**config.mk**
```make
export PLATFORM = sky130hd
export DESIGN_NAME = cursor_report_integrator
export DESIGN_NICKNAME = d
export VERILOG_FILES = /design/src/rtl/cursor_pkg.sv /design/src/rtl/cursor_report_integrator_axis.sv /design/src/rtl/cursor_report_integrator.sv
export SDC_FILE = /design/constraint.sdc
export NUM_CORES = 1
export LEC_CHECK = 0
export CORE_MARGIN = 4
export CORE_UTILIZATION = 40
export CTS_CLUSTER_SIZE = 28
export DETAILED_ROUTE_END_ITERATION = 12
export MAX_ROUTING_LAYER = met4
export SLEW_MARGIN = 25
export SYNTH_ARGS = -nofsm -noshare
export SYNTH_HDL_FRONTEND = slang
export SYNTH_HIERARCHICAL = 1
export SYNTH_SLANG_ARGS = --single-unit
```
**constraint.sdc**
```tcl
create_clock -name clk -period 7 [get_ports clk]
set_clock_uncertainty 0.15 [all_clocks]
set_input_delay 1.4 -clock clk [delete_from_list [all_inputs] [get_ports clk]]
set_output_delay 1.4 -clock clk [all_outputs]
set_load 0.05 [all_outputs]
```
**src/rtl/cursor_pkg.sv**
```systemverilog
// Shared constants, FSM state type and saturating-add helper for the cursor
// report integrator.
package cursor_pkg;

    localparam int REP_MAX = 127;
    localparam int DELTA_W = 8;

    typedef enum logic [0:0] {
        IDLE = 1'b0,
        HOLD = 1'b1
    } state_e;

    // Symmetric saturation to +/-(2**(width-1)-1); the most negative code is never produced.
    function automatic logic signed [31:0] sat_add(
        input logic signed [31:0] a,
        input logic signed [31:0] b,
        input int                 width
    );
        logic signed [31:0] lim;
        logic signed [31:0] sum;
        lim = (32'sd1 <<< (width - 1)) - 32'sd1;
        sum = a + b;
        if (sum > lim) begin
            return lim;
        end
        if (sum < -lim) begin
            return -lim;
        end
        return sum;
    endfunction

endpackage

```
**src/rtl/cursor_report_integrator_axis.sv**
```systemverilog
// One axis of the cursor: clamped absolute position plus the saturating
// residual accumulator that feeds relative reports.
module axis_clamp_integrator
    import cursor_pkg::*;
#(
    parameter int LIMIT = 1920,
    parameter int POS_W = 12,
    parameter int ACC_W = 12
) (
    input  logic                      clk,
    input  logic                      rst_n,
    input  logic                      sample_en,
    input  logic signed [DELTA_W-1:0] delta,
    input  logic                      recenter,
    input  logic                      consume,
    output logic [POS_W-1:0]          pos,
    output logic signed [DELTA_W-1:0] rep_val,
    output logic                      nonzero,
    output logic                      sat_hit
);

    localparam logic [POS_W-1:0] CENTER  = POS_W'(LIMIT / 2);
    localparam logic signed [31:0] ACC_LIM = (32'sd1 <<< (ACC_W - 1)) - 32'sd1;

    logic [POS_W-1:0]         pos_q, pos_d;
    logic signed [ACC_W-1:0]  acc_q, acc_d;
    logic signed [31:0]       acc_ext;
    logic signed [31:0]       pos_sum;
    logic signed [31:0]       acc_base;
    logic signed [31:0]       acc_add;
    logic signed [31:0]       acc_raw;

    always_comb begin
        acc_ext = 32'(acc_q);
        if (acc_ext > 32'(REP_MAX)) begin
            rep_val = DELTA_W'(REP_MAX);
        end else if (acc_ext < -32'(REP_MAX)) begin
            rep_val = DELTA_W'(-REP_MAX);
        end else begin
            rep_val = DELTA_W'(acc_ext);
        end
    end

    // A launch removes exactly what was emitted before this cycle's delta is added.
    always_comb begin
        pos_sum  = $signed(32'(pos_q)) + 32'(delta);
        acc_base = 32'(acc_q) - (consume ? 32'(rep_val) : 32'sd0);
        acc_add  = sample_en ? 32'(delta) : 32'sd0;
        acc_raw  = acc_base + acc_add;
        pos_d    = pos_q;
        acc_d    = ACC_W'(sat_add(acc_base, acc_add, ACC_W));
        sat_hit  = (acc_raw > ACC_LIM) || (acc_raw < -ACC_LIM);
        if (recenter) begin
            pos_d   = CENTER;
            acc_d   = '0;
            sat_hit = 1'b0;
        end else if (sample_en) begin
            if (pos_sum < 0) begin
                pos_d = '0;
            end else if (pos_sum > LIMIT - 1) begin
                pos_d = POS_W'(LIMIT - 1);
            end else begin
                pos_d = POS_W'(pos_sum);
            end
        end
    end

    always_ff @(posedge clk or negedge rst_n) begin
        if (!rst_n) begin
            pos_q <= CENTER;
            acc_q <= '0;
        end else begin
            pos_q <= pos_d;
            acc_q <= acc_d;
        end
    end

    assign pos     = pos_q;
    assign nonzero = (acc_q != '0);

endmodule

```
**src/rtl/cursor_report_integrator.sv**
```systemverilog
// Integrates gated dx/dy into an absolute cursor and emits rate-limited
// relative reports over a valid/ready handshake.
module cursor_report_integrator
    import cursor_pkg::*;
#(
    parameter int SCR_W      = 1920,
    parameter int SCR_H      = 1080,
    parameter int POS_W      = 12,
    parameter int ACC_W      = 12,
    parameter int REPORT_DIV = 4
) (
    input  logic                      clk,
    input  logic                      rst_n,
    input  logic                      sample_en,
    input  logic signed [DELTA_W-1:0] dx_in,
    input  logic signed [DELTA_W-1:0] dy_in,
    input  logic                      btn_in,
    input  logic                      recenter,
    output logic [POS_W-1:0]          pos_x,
    output logic [POS_W-1:0]          pos_y,
    output logic                      rep_valid,
    input  logic                      rep_ready,
    output logic signed [DELTA_W-1:0] rep_dx,
    output logic signed [DELTA_W-1:0] rep_dy,
    output logic                      rep_btn,
    output logic                      acc_sat
);

    localparam int CNT_W = (REPORT_DIV > 1) ? $clog2(REPORT_DIV) : 1;

    state_e                    state_q, state_d;
    logic [CNT_W-1:0]          cnt_q, cnt_d;
    logic                      pending_q, pending_d;
    logic                      btn_lat_q, btn_lat_d;
    logic signed [DELTA_W-1:0] rep_dx_q, rep_dx_d;
    logic signed [DELTA_W-1:0] rep_dy_q, rep_dy_d;
    logic                      rep_btn_q, rep_btn_d;
    logic                      acc_sat_q, acc_sat_d;

    logic                      wrap, idle_pend, launch;
    logic                      nz_x, nz_y, sat_x, sat_y;
    logic signed [DELTA_W-1:0] val_x, val_y;

    axis_clamp_integrator #(.LIMIT(SCR_W), .POS_W(POS_W), .ACC_W(ACC_W)) u_axis_x (
        .clk(clk), .rst_n(rst_n), .sample_en(sample_en), .delta(dx_in),
        .recenter(recenter), .consume(launch), .pos(pos_x), .rep_val(val_x),
        .nonzero(nz_x), .sat_hit(sat_x)
    );

    axis_clamp_integrator #(.LIMIT(SCR_H), .POS_W(POS_W), .ACC_W(ACC_W)) u_axis_y (
        .clk(clk), .rst_n(rst_n), .sample_en(sample_en), .delta(dy_in),
        .recenter(recenter), .consume(launch), .pos(pos_y), .rep_val(val_y),
        .nonzero(nz_y), .sat_hit(sat_y)
    );

    // Recenter suppresses any launch; a report already held is left alone.
    always_comb begin
        wrap      = sample_en && !recenter && (cnt_q == CNT_W'(REPORT_DIV - 1));
        idle_pend = (state_q == IDLE) && pending_q && !recenter;
        launch    = idle_pend && (nz_x || nz_y || (btn_lat_q != rep_btn_q));

        state_d   = state_q;
        cnt_d     = cnt_q;
        pending_d = pending_q;
        btn_lat_d = sample_en ? btn_in : btn_lat_q;
        rep_dx_d  = rep_dx_q;
        rep_dy_d  = rep_dy_q;
        rep_btn_d = rep_btn_q;
        acc_sat_d = acc_sat_q | sat_x | sat_y;

        if (launch) begin
            state_d   = HOLD;
            rep_dx_d  = val_x;
            rep_dy_d  = val_y;
            rep_btn_d = btn_lat_q;
        end else if ((state_q == HOLD) && rep_ready) begin
            state_d = IDLE;
        end

        if (idle_pend) begin
            pending_d = 1'b0;
        end
        if (wrap) begin
            pending_d = 1'b1;
            cnt_d     = '0;
        end else if (sample_en) begin
            cnt_d = cnt_q + CNT_W'(1);
        end

        if (recenter) begin
            cnt_d     = '0;
            pending_d = 1'b0;
            acc_sat_d = 1'b0;
        end
    end

    always_ff @(posedge clk or negedge rst_n) begin
        if (!rst_n) begin
            state_q   <= IDLE;
            cnt_q     <= '0;
            pending_q <= 1'b0;
            btn_lat_q <= 1'b0;
            rep_dx_q  <= '0;
            rep_dy_q  <= '0;
            rep_btn_q <= 1'b0;
            acc_sat_q <= 1'b0;
        end else begin
            state_q   <= state_d;
            cnt_q     <= cnt_d;
            pending_q <= pending_d;
            btn_lat_q <= btn_lat_d;
            rep_dx_q  <= rep_dx_d;
            rep_dy_q  <= rep_dy_d;
            rep_btn_q <= rep_btn_d;
            acc_sat_q <= acc_sat_d;
        end
    end

    assign rep_valid = (state_q == HOLD);
    assign rep_dx    = rep_dx_q;
    assign rep_dy    = rep_dy_q;
    assign rep_btn   = rep_btn_q;
    assign acc_sat   = acc_sat_q;

endmodule

```
; Word level (Yosys, flattened, before mapping)
; Cells that the tools add are included.
[totals]
reg_bits = 71
word_cells = 96
out_inout_bits = 43
[op_classes]
mux = 43
eq_ne = 2
magnitude_cmp = 12
bitwise = 3
add_sub_neg = 7
n_reduce_logical = 17
[ops]
columns = op, n
row1 = 12-bit 2-to-1 mux, 18
row2 = 32-bit by 12-bit greater-than comparator with 1-bit output (second input constant), 4
row3 = 32-bit 2-to-1 mux, 4
row4 = 32-bit adder, 2
row5 = 32-bit by 1-bit < comparator with 1-bit output (second input constant), 2
row6 = 32-bit by 12-bit < comparator with 1-bit output (second input constant), 2
row7 = 12-bit by 32-bit subtractor with 32-bit output, 2
row8 = 8-bit 2-to-1 mux, 4
row9 = 13-bit by 8-bit adder with 14-bit output, 2
row10 = 12-bit by 8-bit greater-than comparator with 1-bit output (second input constant), 2
row11 = 12-bit by 8-bit < comparator with 1-bit output (second input constant), 2
row12 = 12-bit nonzero test, 2
row13 = 1-bit 2-to-1 mux, 14
row14 = 1-bit logical AND, 6
row15 = 2-bit 2-to-1 mux, 3
row16 = 3-bit nonzero test, 2
row17 = 1-bit logical OR, 4
row18 = 2-bit nonzero test, 2
row19 = 2-bit by 1-bit adder with 2-bit output (second input constant), 1
row20 = 2-bit equality test (second input constant), 1
row21 = 1-bit bitwise OR, 2
row22 = 1-bit zero test, 1
row23 = 1-bit != test, 1
row24 = 1-bit inverter, 1

; Depth between registers and ports, before layout
[depth]
depth_word = 13
depth_mapped = 28
ltp_nobuf = 26

; Hierarchy
; Netlist, hierarchy kept.
[by_module_without_submodules]
columns = mod, seq_area_each_um2, area_each_um2, instances, cells_per_inst
row1 = axis_clamp_integrator (u_axis_y), 605.6, 3214.3, 1, 377
row2 = axis_clamp_integrator (u_axis_x), 605.6, 2855.2, 1, 340
row3 = cursor_report_integrator, 575.6, 945.9, 1, 58

; Worst setup path before layout
; No wires, ideal clock.
[synth_path]
kind = input -> register
start = in recenter
end = reg acc_sat_q (netlist: acc_sat)
stages = 24
t_arrival_ns = 5.751
setup_time_ns = 0.121
path_buffers = 3
setup_slack_ns = 0.978
cell_sequence = nor3b_2 > o31a_1 > buf_6 > buf_12 > and2_1 > fa_1 > inv_1 > ha_1 > buf_2 > a2111oi_4 > a21bo_2 > nand2_1 > a21o_1 > nand2_1 > nand2_1 > fa_1 > nor2_1 > nand3_1 > nor4_1 > o211ai_1 > and2_1 > and2_2 > nor3_1 > nor2_1
[synth_via]
elab_cells_between_ends = 20
classes_between = add/sub: 4 / order compare: 4 / mux: 5 / bitwise: 2 / reduce/logical: 5
[synth_rtl]
columns = item, line_no
row1 = "start, declared", cursor_report_integrator.sv:18  ; input logic recenter,
row2 = 1-bit zero test (*), cursor_report_integrator.sv:59  ; idle_pend = (state_q == IDLE) && pending_q && !recenter;
row3 = 1-bit logical AND (*), cursor_report_integrator.sv:59
row4 = 1-bit logical AND (*), cursor_report_integrator.sv:60  ; launch = idle_pend && (nz_x || nz_y || (btn_lat_q != rep_btn_q));
row5 = named net launch, cursor_report_integrator.sv:40  ; logic wrap, idle_pend, launch;
row6 = 32-bit 2-to-1 mux (*), cursor_report_integrator_axis.sv:47  ; acc_base = 32'(acc_q) - (consume ? 32'(rep_val) : 32'sd0);
row7 = 12-bit by 32-bit subtractor with 32-bit output (*), cursor_report_integrator_axis.sv:47
row8 = 32-bit adder (*), cursor_report_integrator_axis.sv:49  ; acc_raw = acc_base + acc_add;
row9 = 32-bit by 12-bit greater-than comparator with 1-bit output / 32-bit by 12-bit < comparator with 1-bit output (equally long branches), cursor_report_integrator_axis.sv:52  ; sat_hit = (acc_raw > ACC_LIM) || (acc_raw < -ACC_LIM);
row10 = 1-bit logical OR (*), cursor_report_integrator_axis.sv:52
row11 = 1-bit 2-to-1 mux (*), cursor_report_integrator_axis.sv:53  ; if (recenter) begin
row12 = named net sat_y, cursor_report_integrator.sv:41  ; logic nz_x, nz_y, sat_x, sat_y;
row13 = 1-bit bitwise OR (*), cursor_report_integrator.sv:69  ; acc_sat_d = acc_sat_q | sat_x | sat_y;
row14 = 1-bit 2-to-1 mux (*), cursor_report_integrator.sv:90  ; if (recenter) begin
row15 = named net acc_sat_d, cursor_report_integrator.sv:38  ; logic acc_sat_q, acc_sat_d;
row16 = "end signal, assigned", cursor_report_integrator.sv:115  ; acc_sat_q <= acc_sat_d;
row17 = "end, declared", cursor_report_integrator.sv:38
; Mark *: on every way through the listed nets, which the timed path passes. The rest lies on a longest branch.
; A chain may end at the register's enable or synchronous reset.

; Worst setup path in the final report
[layout_path]
start = reg u_axis_y.acc_q[3]
end = reg acc_sat_q (netlist: acc_sat)
[layout_via]
elab_chain_cells = 13
elab_cells_between_ends = 25
classes_between = add/sub: 4 / order compare: 6 / mux: 7 / bitwise: 2 / reduce/logical: 6
[layout_rtl]
columns = item, line_no
row1 = "start, declared", cursor_report_integrator_axis.sv:26  ; logic signed [ACC_W-1:0] acc_q, acc_d;
row2 = "start signal, assigned", cursor_report_integrator_axis.sv:71  ; acc_q <= '0;
row3 = "start signal, assigned", cursor_report_integrator_axis.sv:74  ; acc_q <= acc_d;
row4 = 12-bit nonzero test (*), cursor_report_integrator_axis.sv:79  ; assign nonzero = (acc_q != '0);
row5 = named net nz_y, cursor_report_integrator.sv:41
row6 = 1-bit logical OR (*) (2 in series), cursor_report_integrator.sv:60
row7 = 1-bit logical AND (*), cursor_report_integrator.sv:60
row8 = 32-bit 2-to-1 mux (*), cursor_report_integrator_axis.sv:47
row9 = 12-bit by 32-bit subtractor with 32-bit output (*), cursor_report_integrator_axis.sv:47
row10 = 32-bit adder (*), cursor_report_integrator_axis.sv:49
row11 = 32-bit by 12-bit greater-than comparator with 1-bit output / 32-bit by 12-bit < comparator with 1-bit output (equally long branches), cursor_report_integrator_axis.sv:52
row12 = 1-bit logical OR (*), cursor_report_integrator_axis.sv:52
row13 = 1-bit 2-to-1 mux (*), cursor_report_integrator_axis.sv:53
row14 = named net sat_x, cursor_report_integrator.sv:41
row15 = 1-bit bitwise OR (*) (2 in series), cursor_report_integrator.sv:69
row16 = 1-bit 2-to-1 mux (*), cursor_report_integrator.sv:90
row17 = named net acc_sat_d, cursor_report_integrator.sv:38
; Marks and branches as above.

==> results.py <==
metrics = {
    "worst_setup_path": {
        "path_max_fanout": 24,
        "cpPeakStageDelay_ns": 0.68,
        "r2r_slack_ns": 0.48,
        "worstSetupEndpoint": "acc_sat",
        "cpLargestDelayFamily": "simple AND/OR/NAND/NOR gates",
        "crit_slowest_cell": "or4_1",
        "cp.depth": 24,
        "reg2reg_depth": 24,
        "crit_required_ns": 7.05,
        "start_kind": "flip-flop",
        "critPathBufInv": 2,
        "critPathLaunch": "u_axis_y/acc_q[3]",
        "worstSetupPathType": "flip-flop to flip-flop",
        "cp-end-kind": "flip-flop",
        "timing.rr.end": "acc_sat",
        "timing.rr.start": "u_axis_y/acc_q[3]",
        "worstPathArrival_ns": 6.57,
        "crit_chain": "or4_1, nor4_1, nand3_1, o31a_2, buf_4, and2_1, fa_1, inv_1, ha_1, nor2b_1, o2111ai_1, a21boi_1, o31a_1, o21ai_1, nand2_1, a21o_1, fa_1, nor2_1, nand4_1, or4_1, nand2b_1, a21oi_1, nor3_1, nor2_1",
    },
    "clock_network": {
        "cts_tree": "yes",
        "hold_buffers": 0,
        "cts_root_buf": "clkbuf_16",
        "insertion_delay_ns": 0.33,
        "cts.sinks": 71,
        "cts_max_level": 3,
        "cts_made_buffers": 9,
        "cts_resized": 0,
        "clk_pin_slew_worst_paths_ns": 0.06,
        "cts_setup_buffers": 0,
        "cts_max_path_buffers": 2,
    },
    "drt": {
        "drtPass1Iterations": 5,
        "num_vias": 6052,
        "drt-total-wl_um": 18130,
        "remaining_drc_errors": 0,
        "drt-initial-drc-count": 353,
        "avgViaCountPerCell": 5.672,
        "drtAntennaViolNets": 0,
        "wl_per_cell_um": 16.99,
    },
    "run": {
        "maxCapViolCount": 0,
    },
    "timing": {
        "setup_slack_ns": 0.4804,
        "finalHoldViolCount": 0,
        "slew_headroom_pct": 53.06,
        "tightest_slew_ns": 0.7015,
        "setup_violations": 0,
        "fin_crit_sh_pct": 93.14,
        "fin_tns_setup_ns": 0,
        "fin_crit_ns": 6.520,
        "report.final.slew_viol_count": 0,
        "rsz0062_at_grt": "no",
        "fmax_mhz": 153.4,
    },
    "pwr": {
        "peakVddDrop_mv": 0.1940,
        "power_leakage_nw": 3.636,
        "power_mw": 2.996,
        "power.density_nw_per_um2": 366.6,
    },
    "global_routing": {
        "grt_max_degree": 72,
        "grt.overflow.total": 0,
        "antenna_found_initial": 0,
        "grt_usage_pct": 19.21,
        "grt_pass1_wl_um": 30180,
        "grt_pass1_vias": 5915,
    },
    "placed_design": {
        "pre_cts_slack_ns": 0.2832,
        "place.gp.congestion": 0.8562,
        "dp_hpwl_um": 14000,
        "io_buffers": 64,
    },
    "synthesis": {
        "ys_warn_count": 6,
        "async_flop_share_pct": 100.0,
        "syn_area_um2": 7015,
        "synth-edff-count": 0,
        "yosys_most_used_dff": "dfrtp_1",
        "syn_inst": 775,
        "synth_cell_types": 84,
        "avgSynthCellArea_um2": 9.052,
        "synth-seq-cells": 71,
        "synth_nets": 886,
        "synth-seq-area-share_pct": 25.47,
    },
    "cells_and_area": {
        "final_util_pct": 47.42,
        "fillers": 1645,
        "drive_gt1_share_pct": 9.620,
        "antenna_cells": 0,
        "nNetsFinal": 948,
        "area_delta_synth_final_pct": 16.50,
    },
    "run_status": {
        "status": "finished clean",
    },
    "floorplanning": {
        "fp.dieW_um": 140.4,
        "core_um2": 17240,
        "die_area_um2": 19720,
        "rows": 48,
        "start_util_pct": 40.70,
        "chipHeight_um": 140.4,
        "num_io_pins": 65,
    },
    "min_path": {
        "hold_class": "flip-flop to flip-flop",
    },
}
metal layers:
layer	GRT usage [%]	routed length, µm	part of all wire (%)	vias up
met3	3.004	745	4.1	20
li1	-	-	-	2950
met4	4.640	240	1.3	0
met2	29.06	8118	45	131
met1	27.12	9021	50	2951
met5	-	0	0	-
placed cells by master, fill, tap and decap left out, drive strengths merged, types with 10 or more instances in the layout:
| cell type | instances |
|---|---|
| nor4 | 10 |
| nor3 | 17 |
| xnor2 | 20 |
| xor2 | 11 |
| a211oi | 19 |
| nor2 | 44 |
| nand3 | 19 |
| a21o | 26 |
| ha | 55 |
| buf | 10 |
| mux2 | 19 |
| a221oi | 10 |
| o21a | 16 |
| and2 | 20 |
| fa | 34 |
| inv | 84 |
| a21oi | 49 |
| clkdlybuf4s50 | 62 |
| o21ai | 41 |
| nand2 | 55 |
| clkbuf | 11 |
| dfrtp | 63 |
power by group:
group | switching (mW) | internal, mW
sequential | 0.0730 | 0.495
combinational | 1.18 | 0.779
clock | 0.182 | 0.285
logic make-up (layout without fill, tap and decap cells):
logic type | count (synthesis) | in the layout | share of synthesized area [%]
AO/OA/AOI/OAI | 232 | 232 | 24.22
multiplexers | 23 | 23 | 4.049
XOR/XNOR | 31 | 31 | 3.870
adder cells (fa/ha/maj) | 89 | 89 | 19.51
flip-flops | 71 | 71 | 25.47
buffers and inverters | 105 | 172 | 6.242
AND/OR/NAND/NOR | 224 | 224 | 16.64
synthesized netlist by cell type (all sizes together), types with 19 or more instances:
cell type,n,area share [%]
a21o,26,2.8
mux2,19,3.5
dfrtp,63,22
a211oi,19,2.4
inv,84,4.5
fa,34,9.7
nand2,55,2.9
o21ai,41,3.0
and2,20,1.8
xnor2,20,2.5
a21oi,49,3.8
ha,55,9.8
nand3,19,1.4
nor2,44,2.4
worst min-delay path by stage:
stage,from,depth (start not counted),endpoint
after floorplan,cnt_q[1],2,cnt_q[1]
after global placement,rep_dy[4],1,rep_dy[4]
after detailed placement,rep_dy[2],1,rep_dy[2]
after CTS,rep_dx[0],1,rep_dx[0]
after global routing,rep_dx[1],1,rep_dx[1]
final,rep_dx[0],1,rep_dx[0]
through the flow:
stage	instance area, µm²	hold slack (ns)	cells
after floorplan	7015	0.3403	775
after global placement	7869	0.3453	1051
after detailed placement	7869	0.3455	1051
after CTS	8169	0.3621	1067
after global routing	8173	0.3723	1067
final	8173	0.3584	1067
state kept, by name, indices dropped and copies added, names as in the netlist:
signal / flops
u_axis_y/acc_q: 12
u_axis_x/acc_q: 12
rep_btn: 1
btn_lat_q: 1
rep_dy: 8
cnt_q: 2
u_axis_x/pos: 12
rep_valid: 1
acc_sat: 1
pending_q: 1
u_axis_y/pos: 12
rep_dx: 8
layout make-up:
type	count	area, µm²	share of cell area [%]
clock buffer	11	242.7	2.970
clock inverter	5	57.56	0.7042
inverter	84	315.3	3.858
multi-input combinational	599	4792	58.63
sequential	71	1787	21.86
tap	225	281.5	3.445
timing repair buffer	72	696.9	8.527
Power figures use the tool's default switching activity.
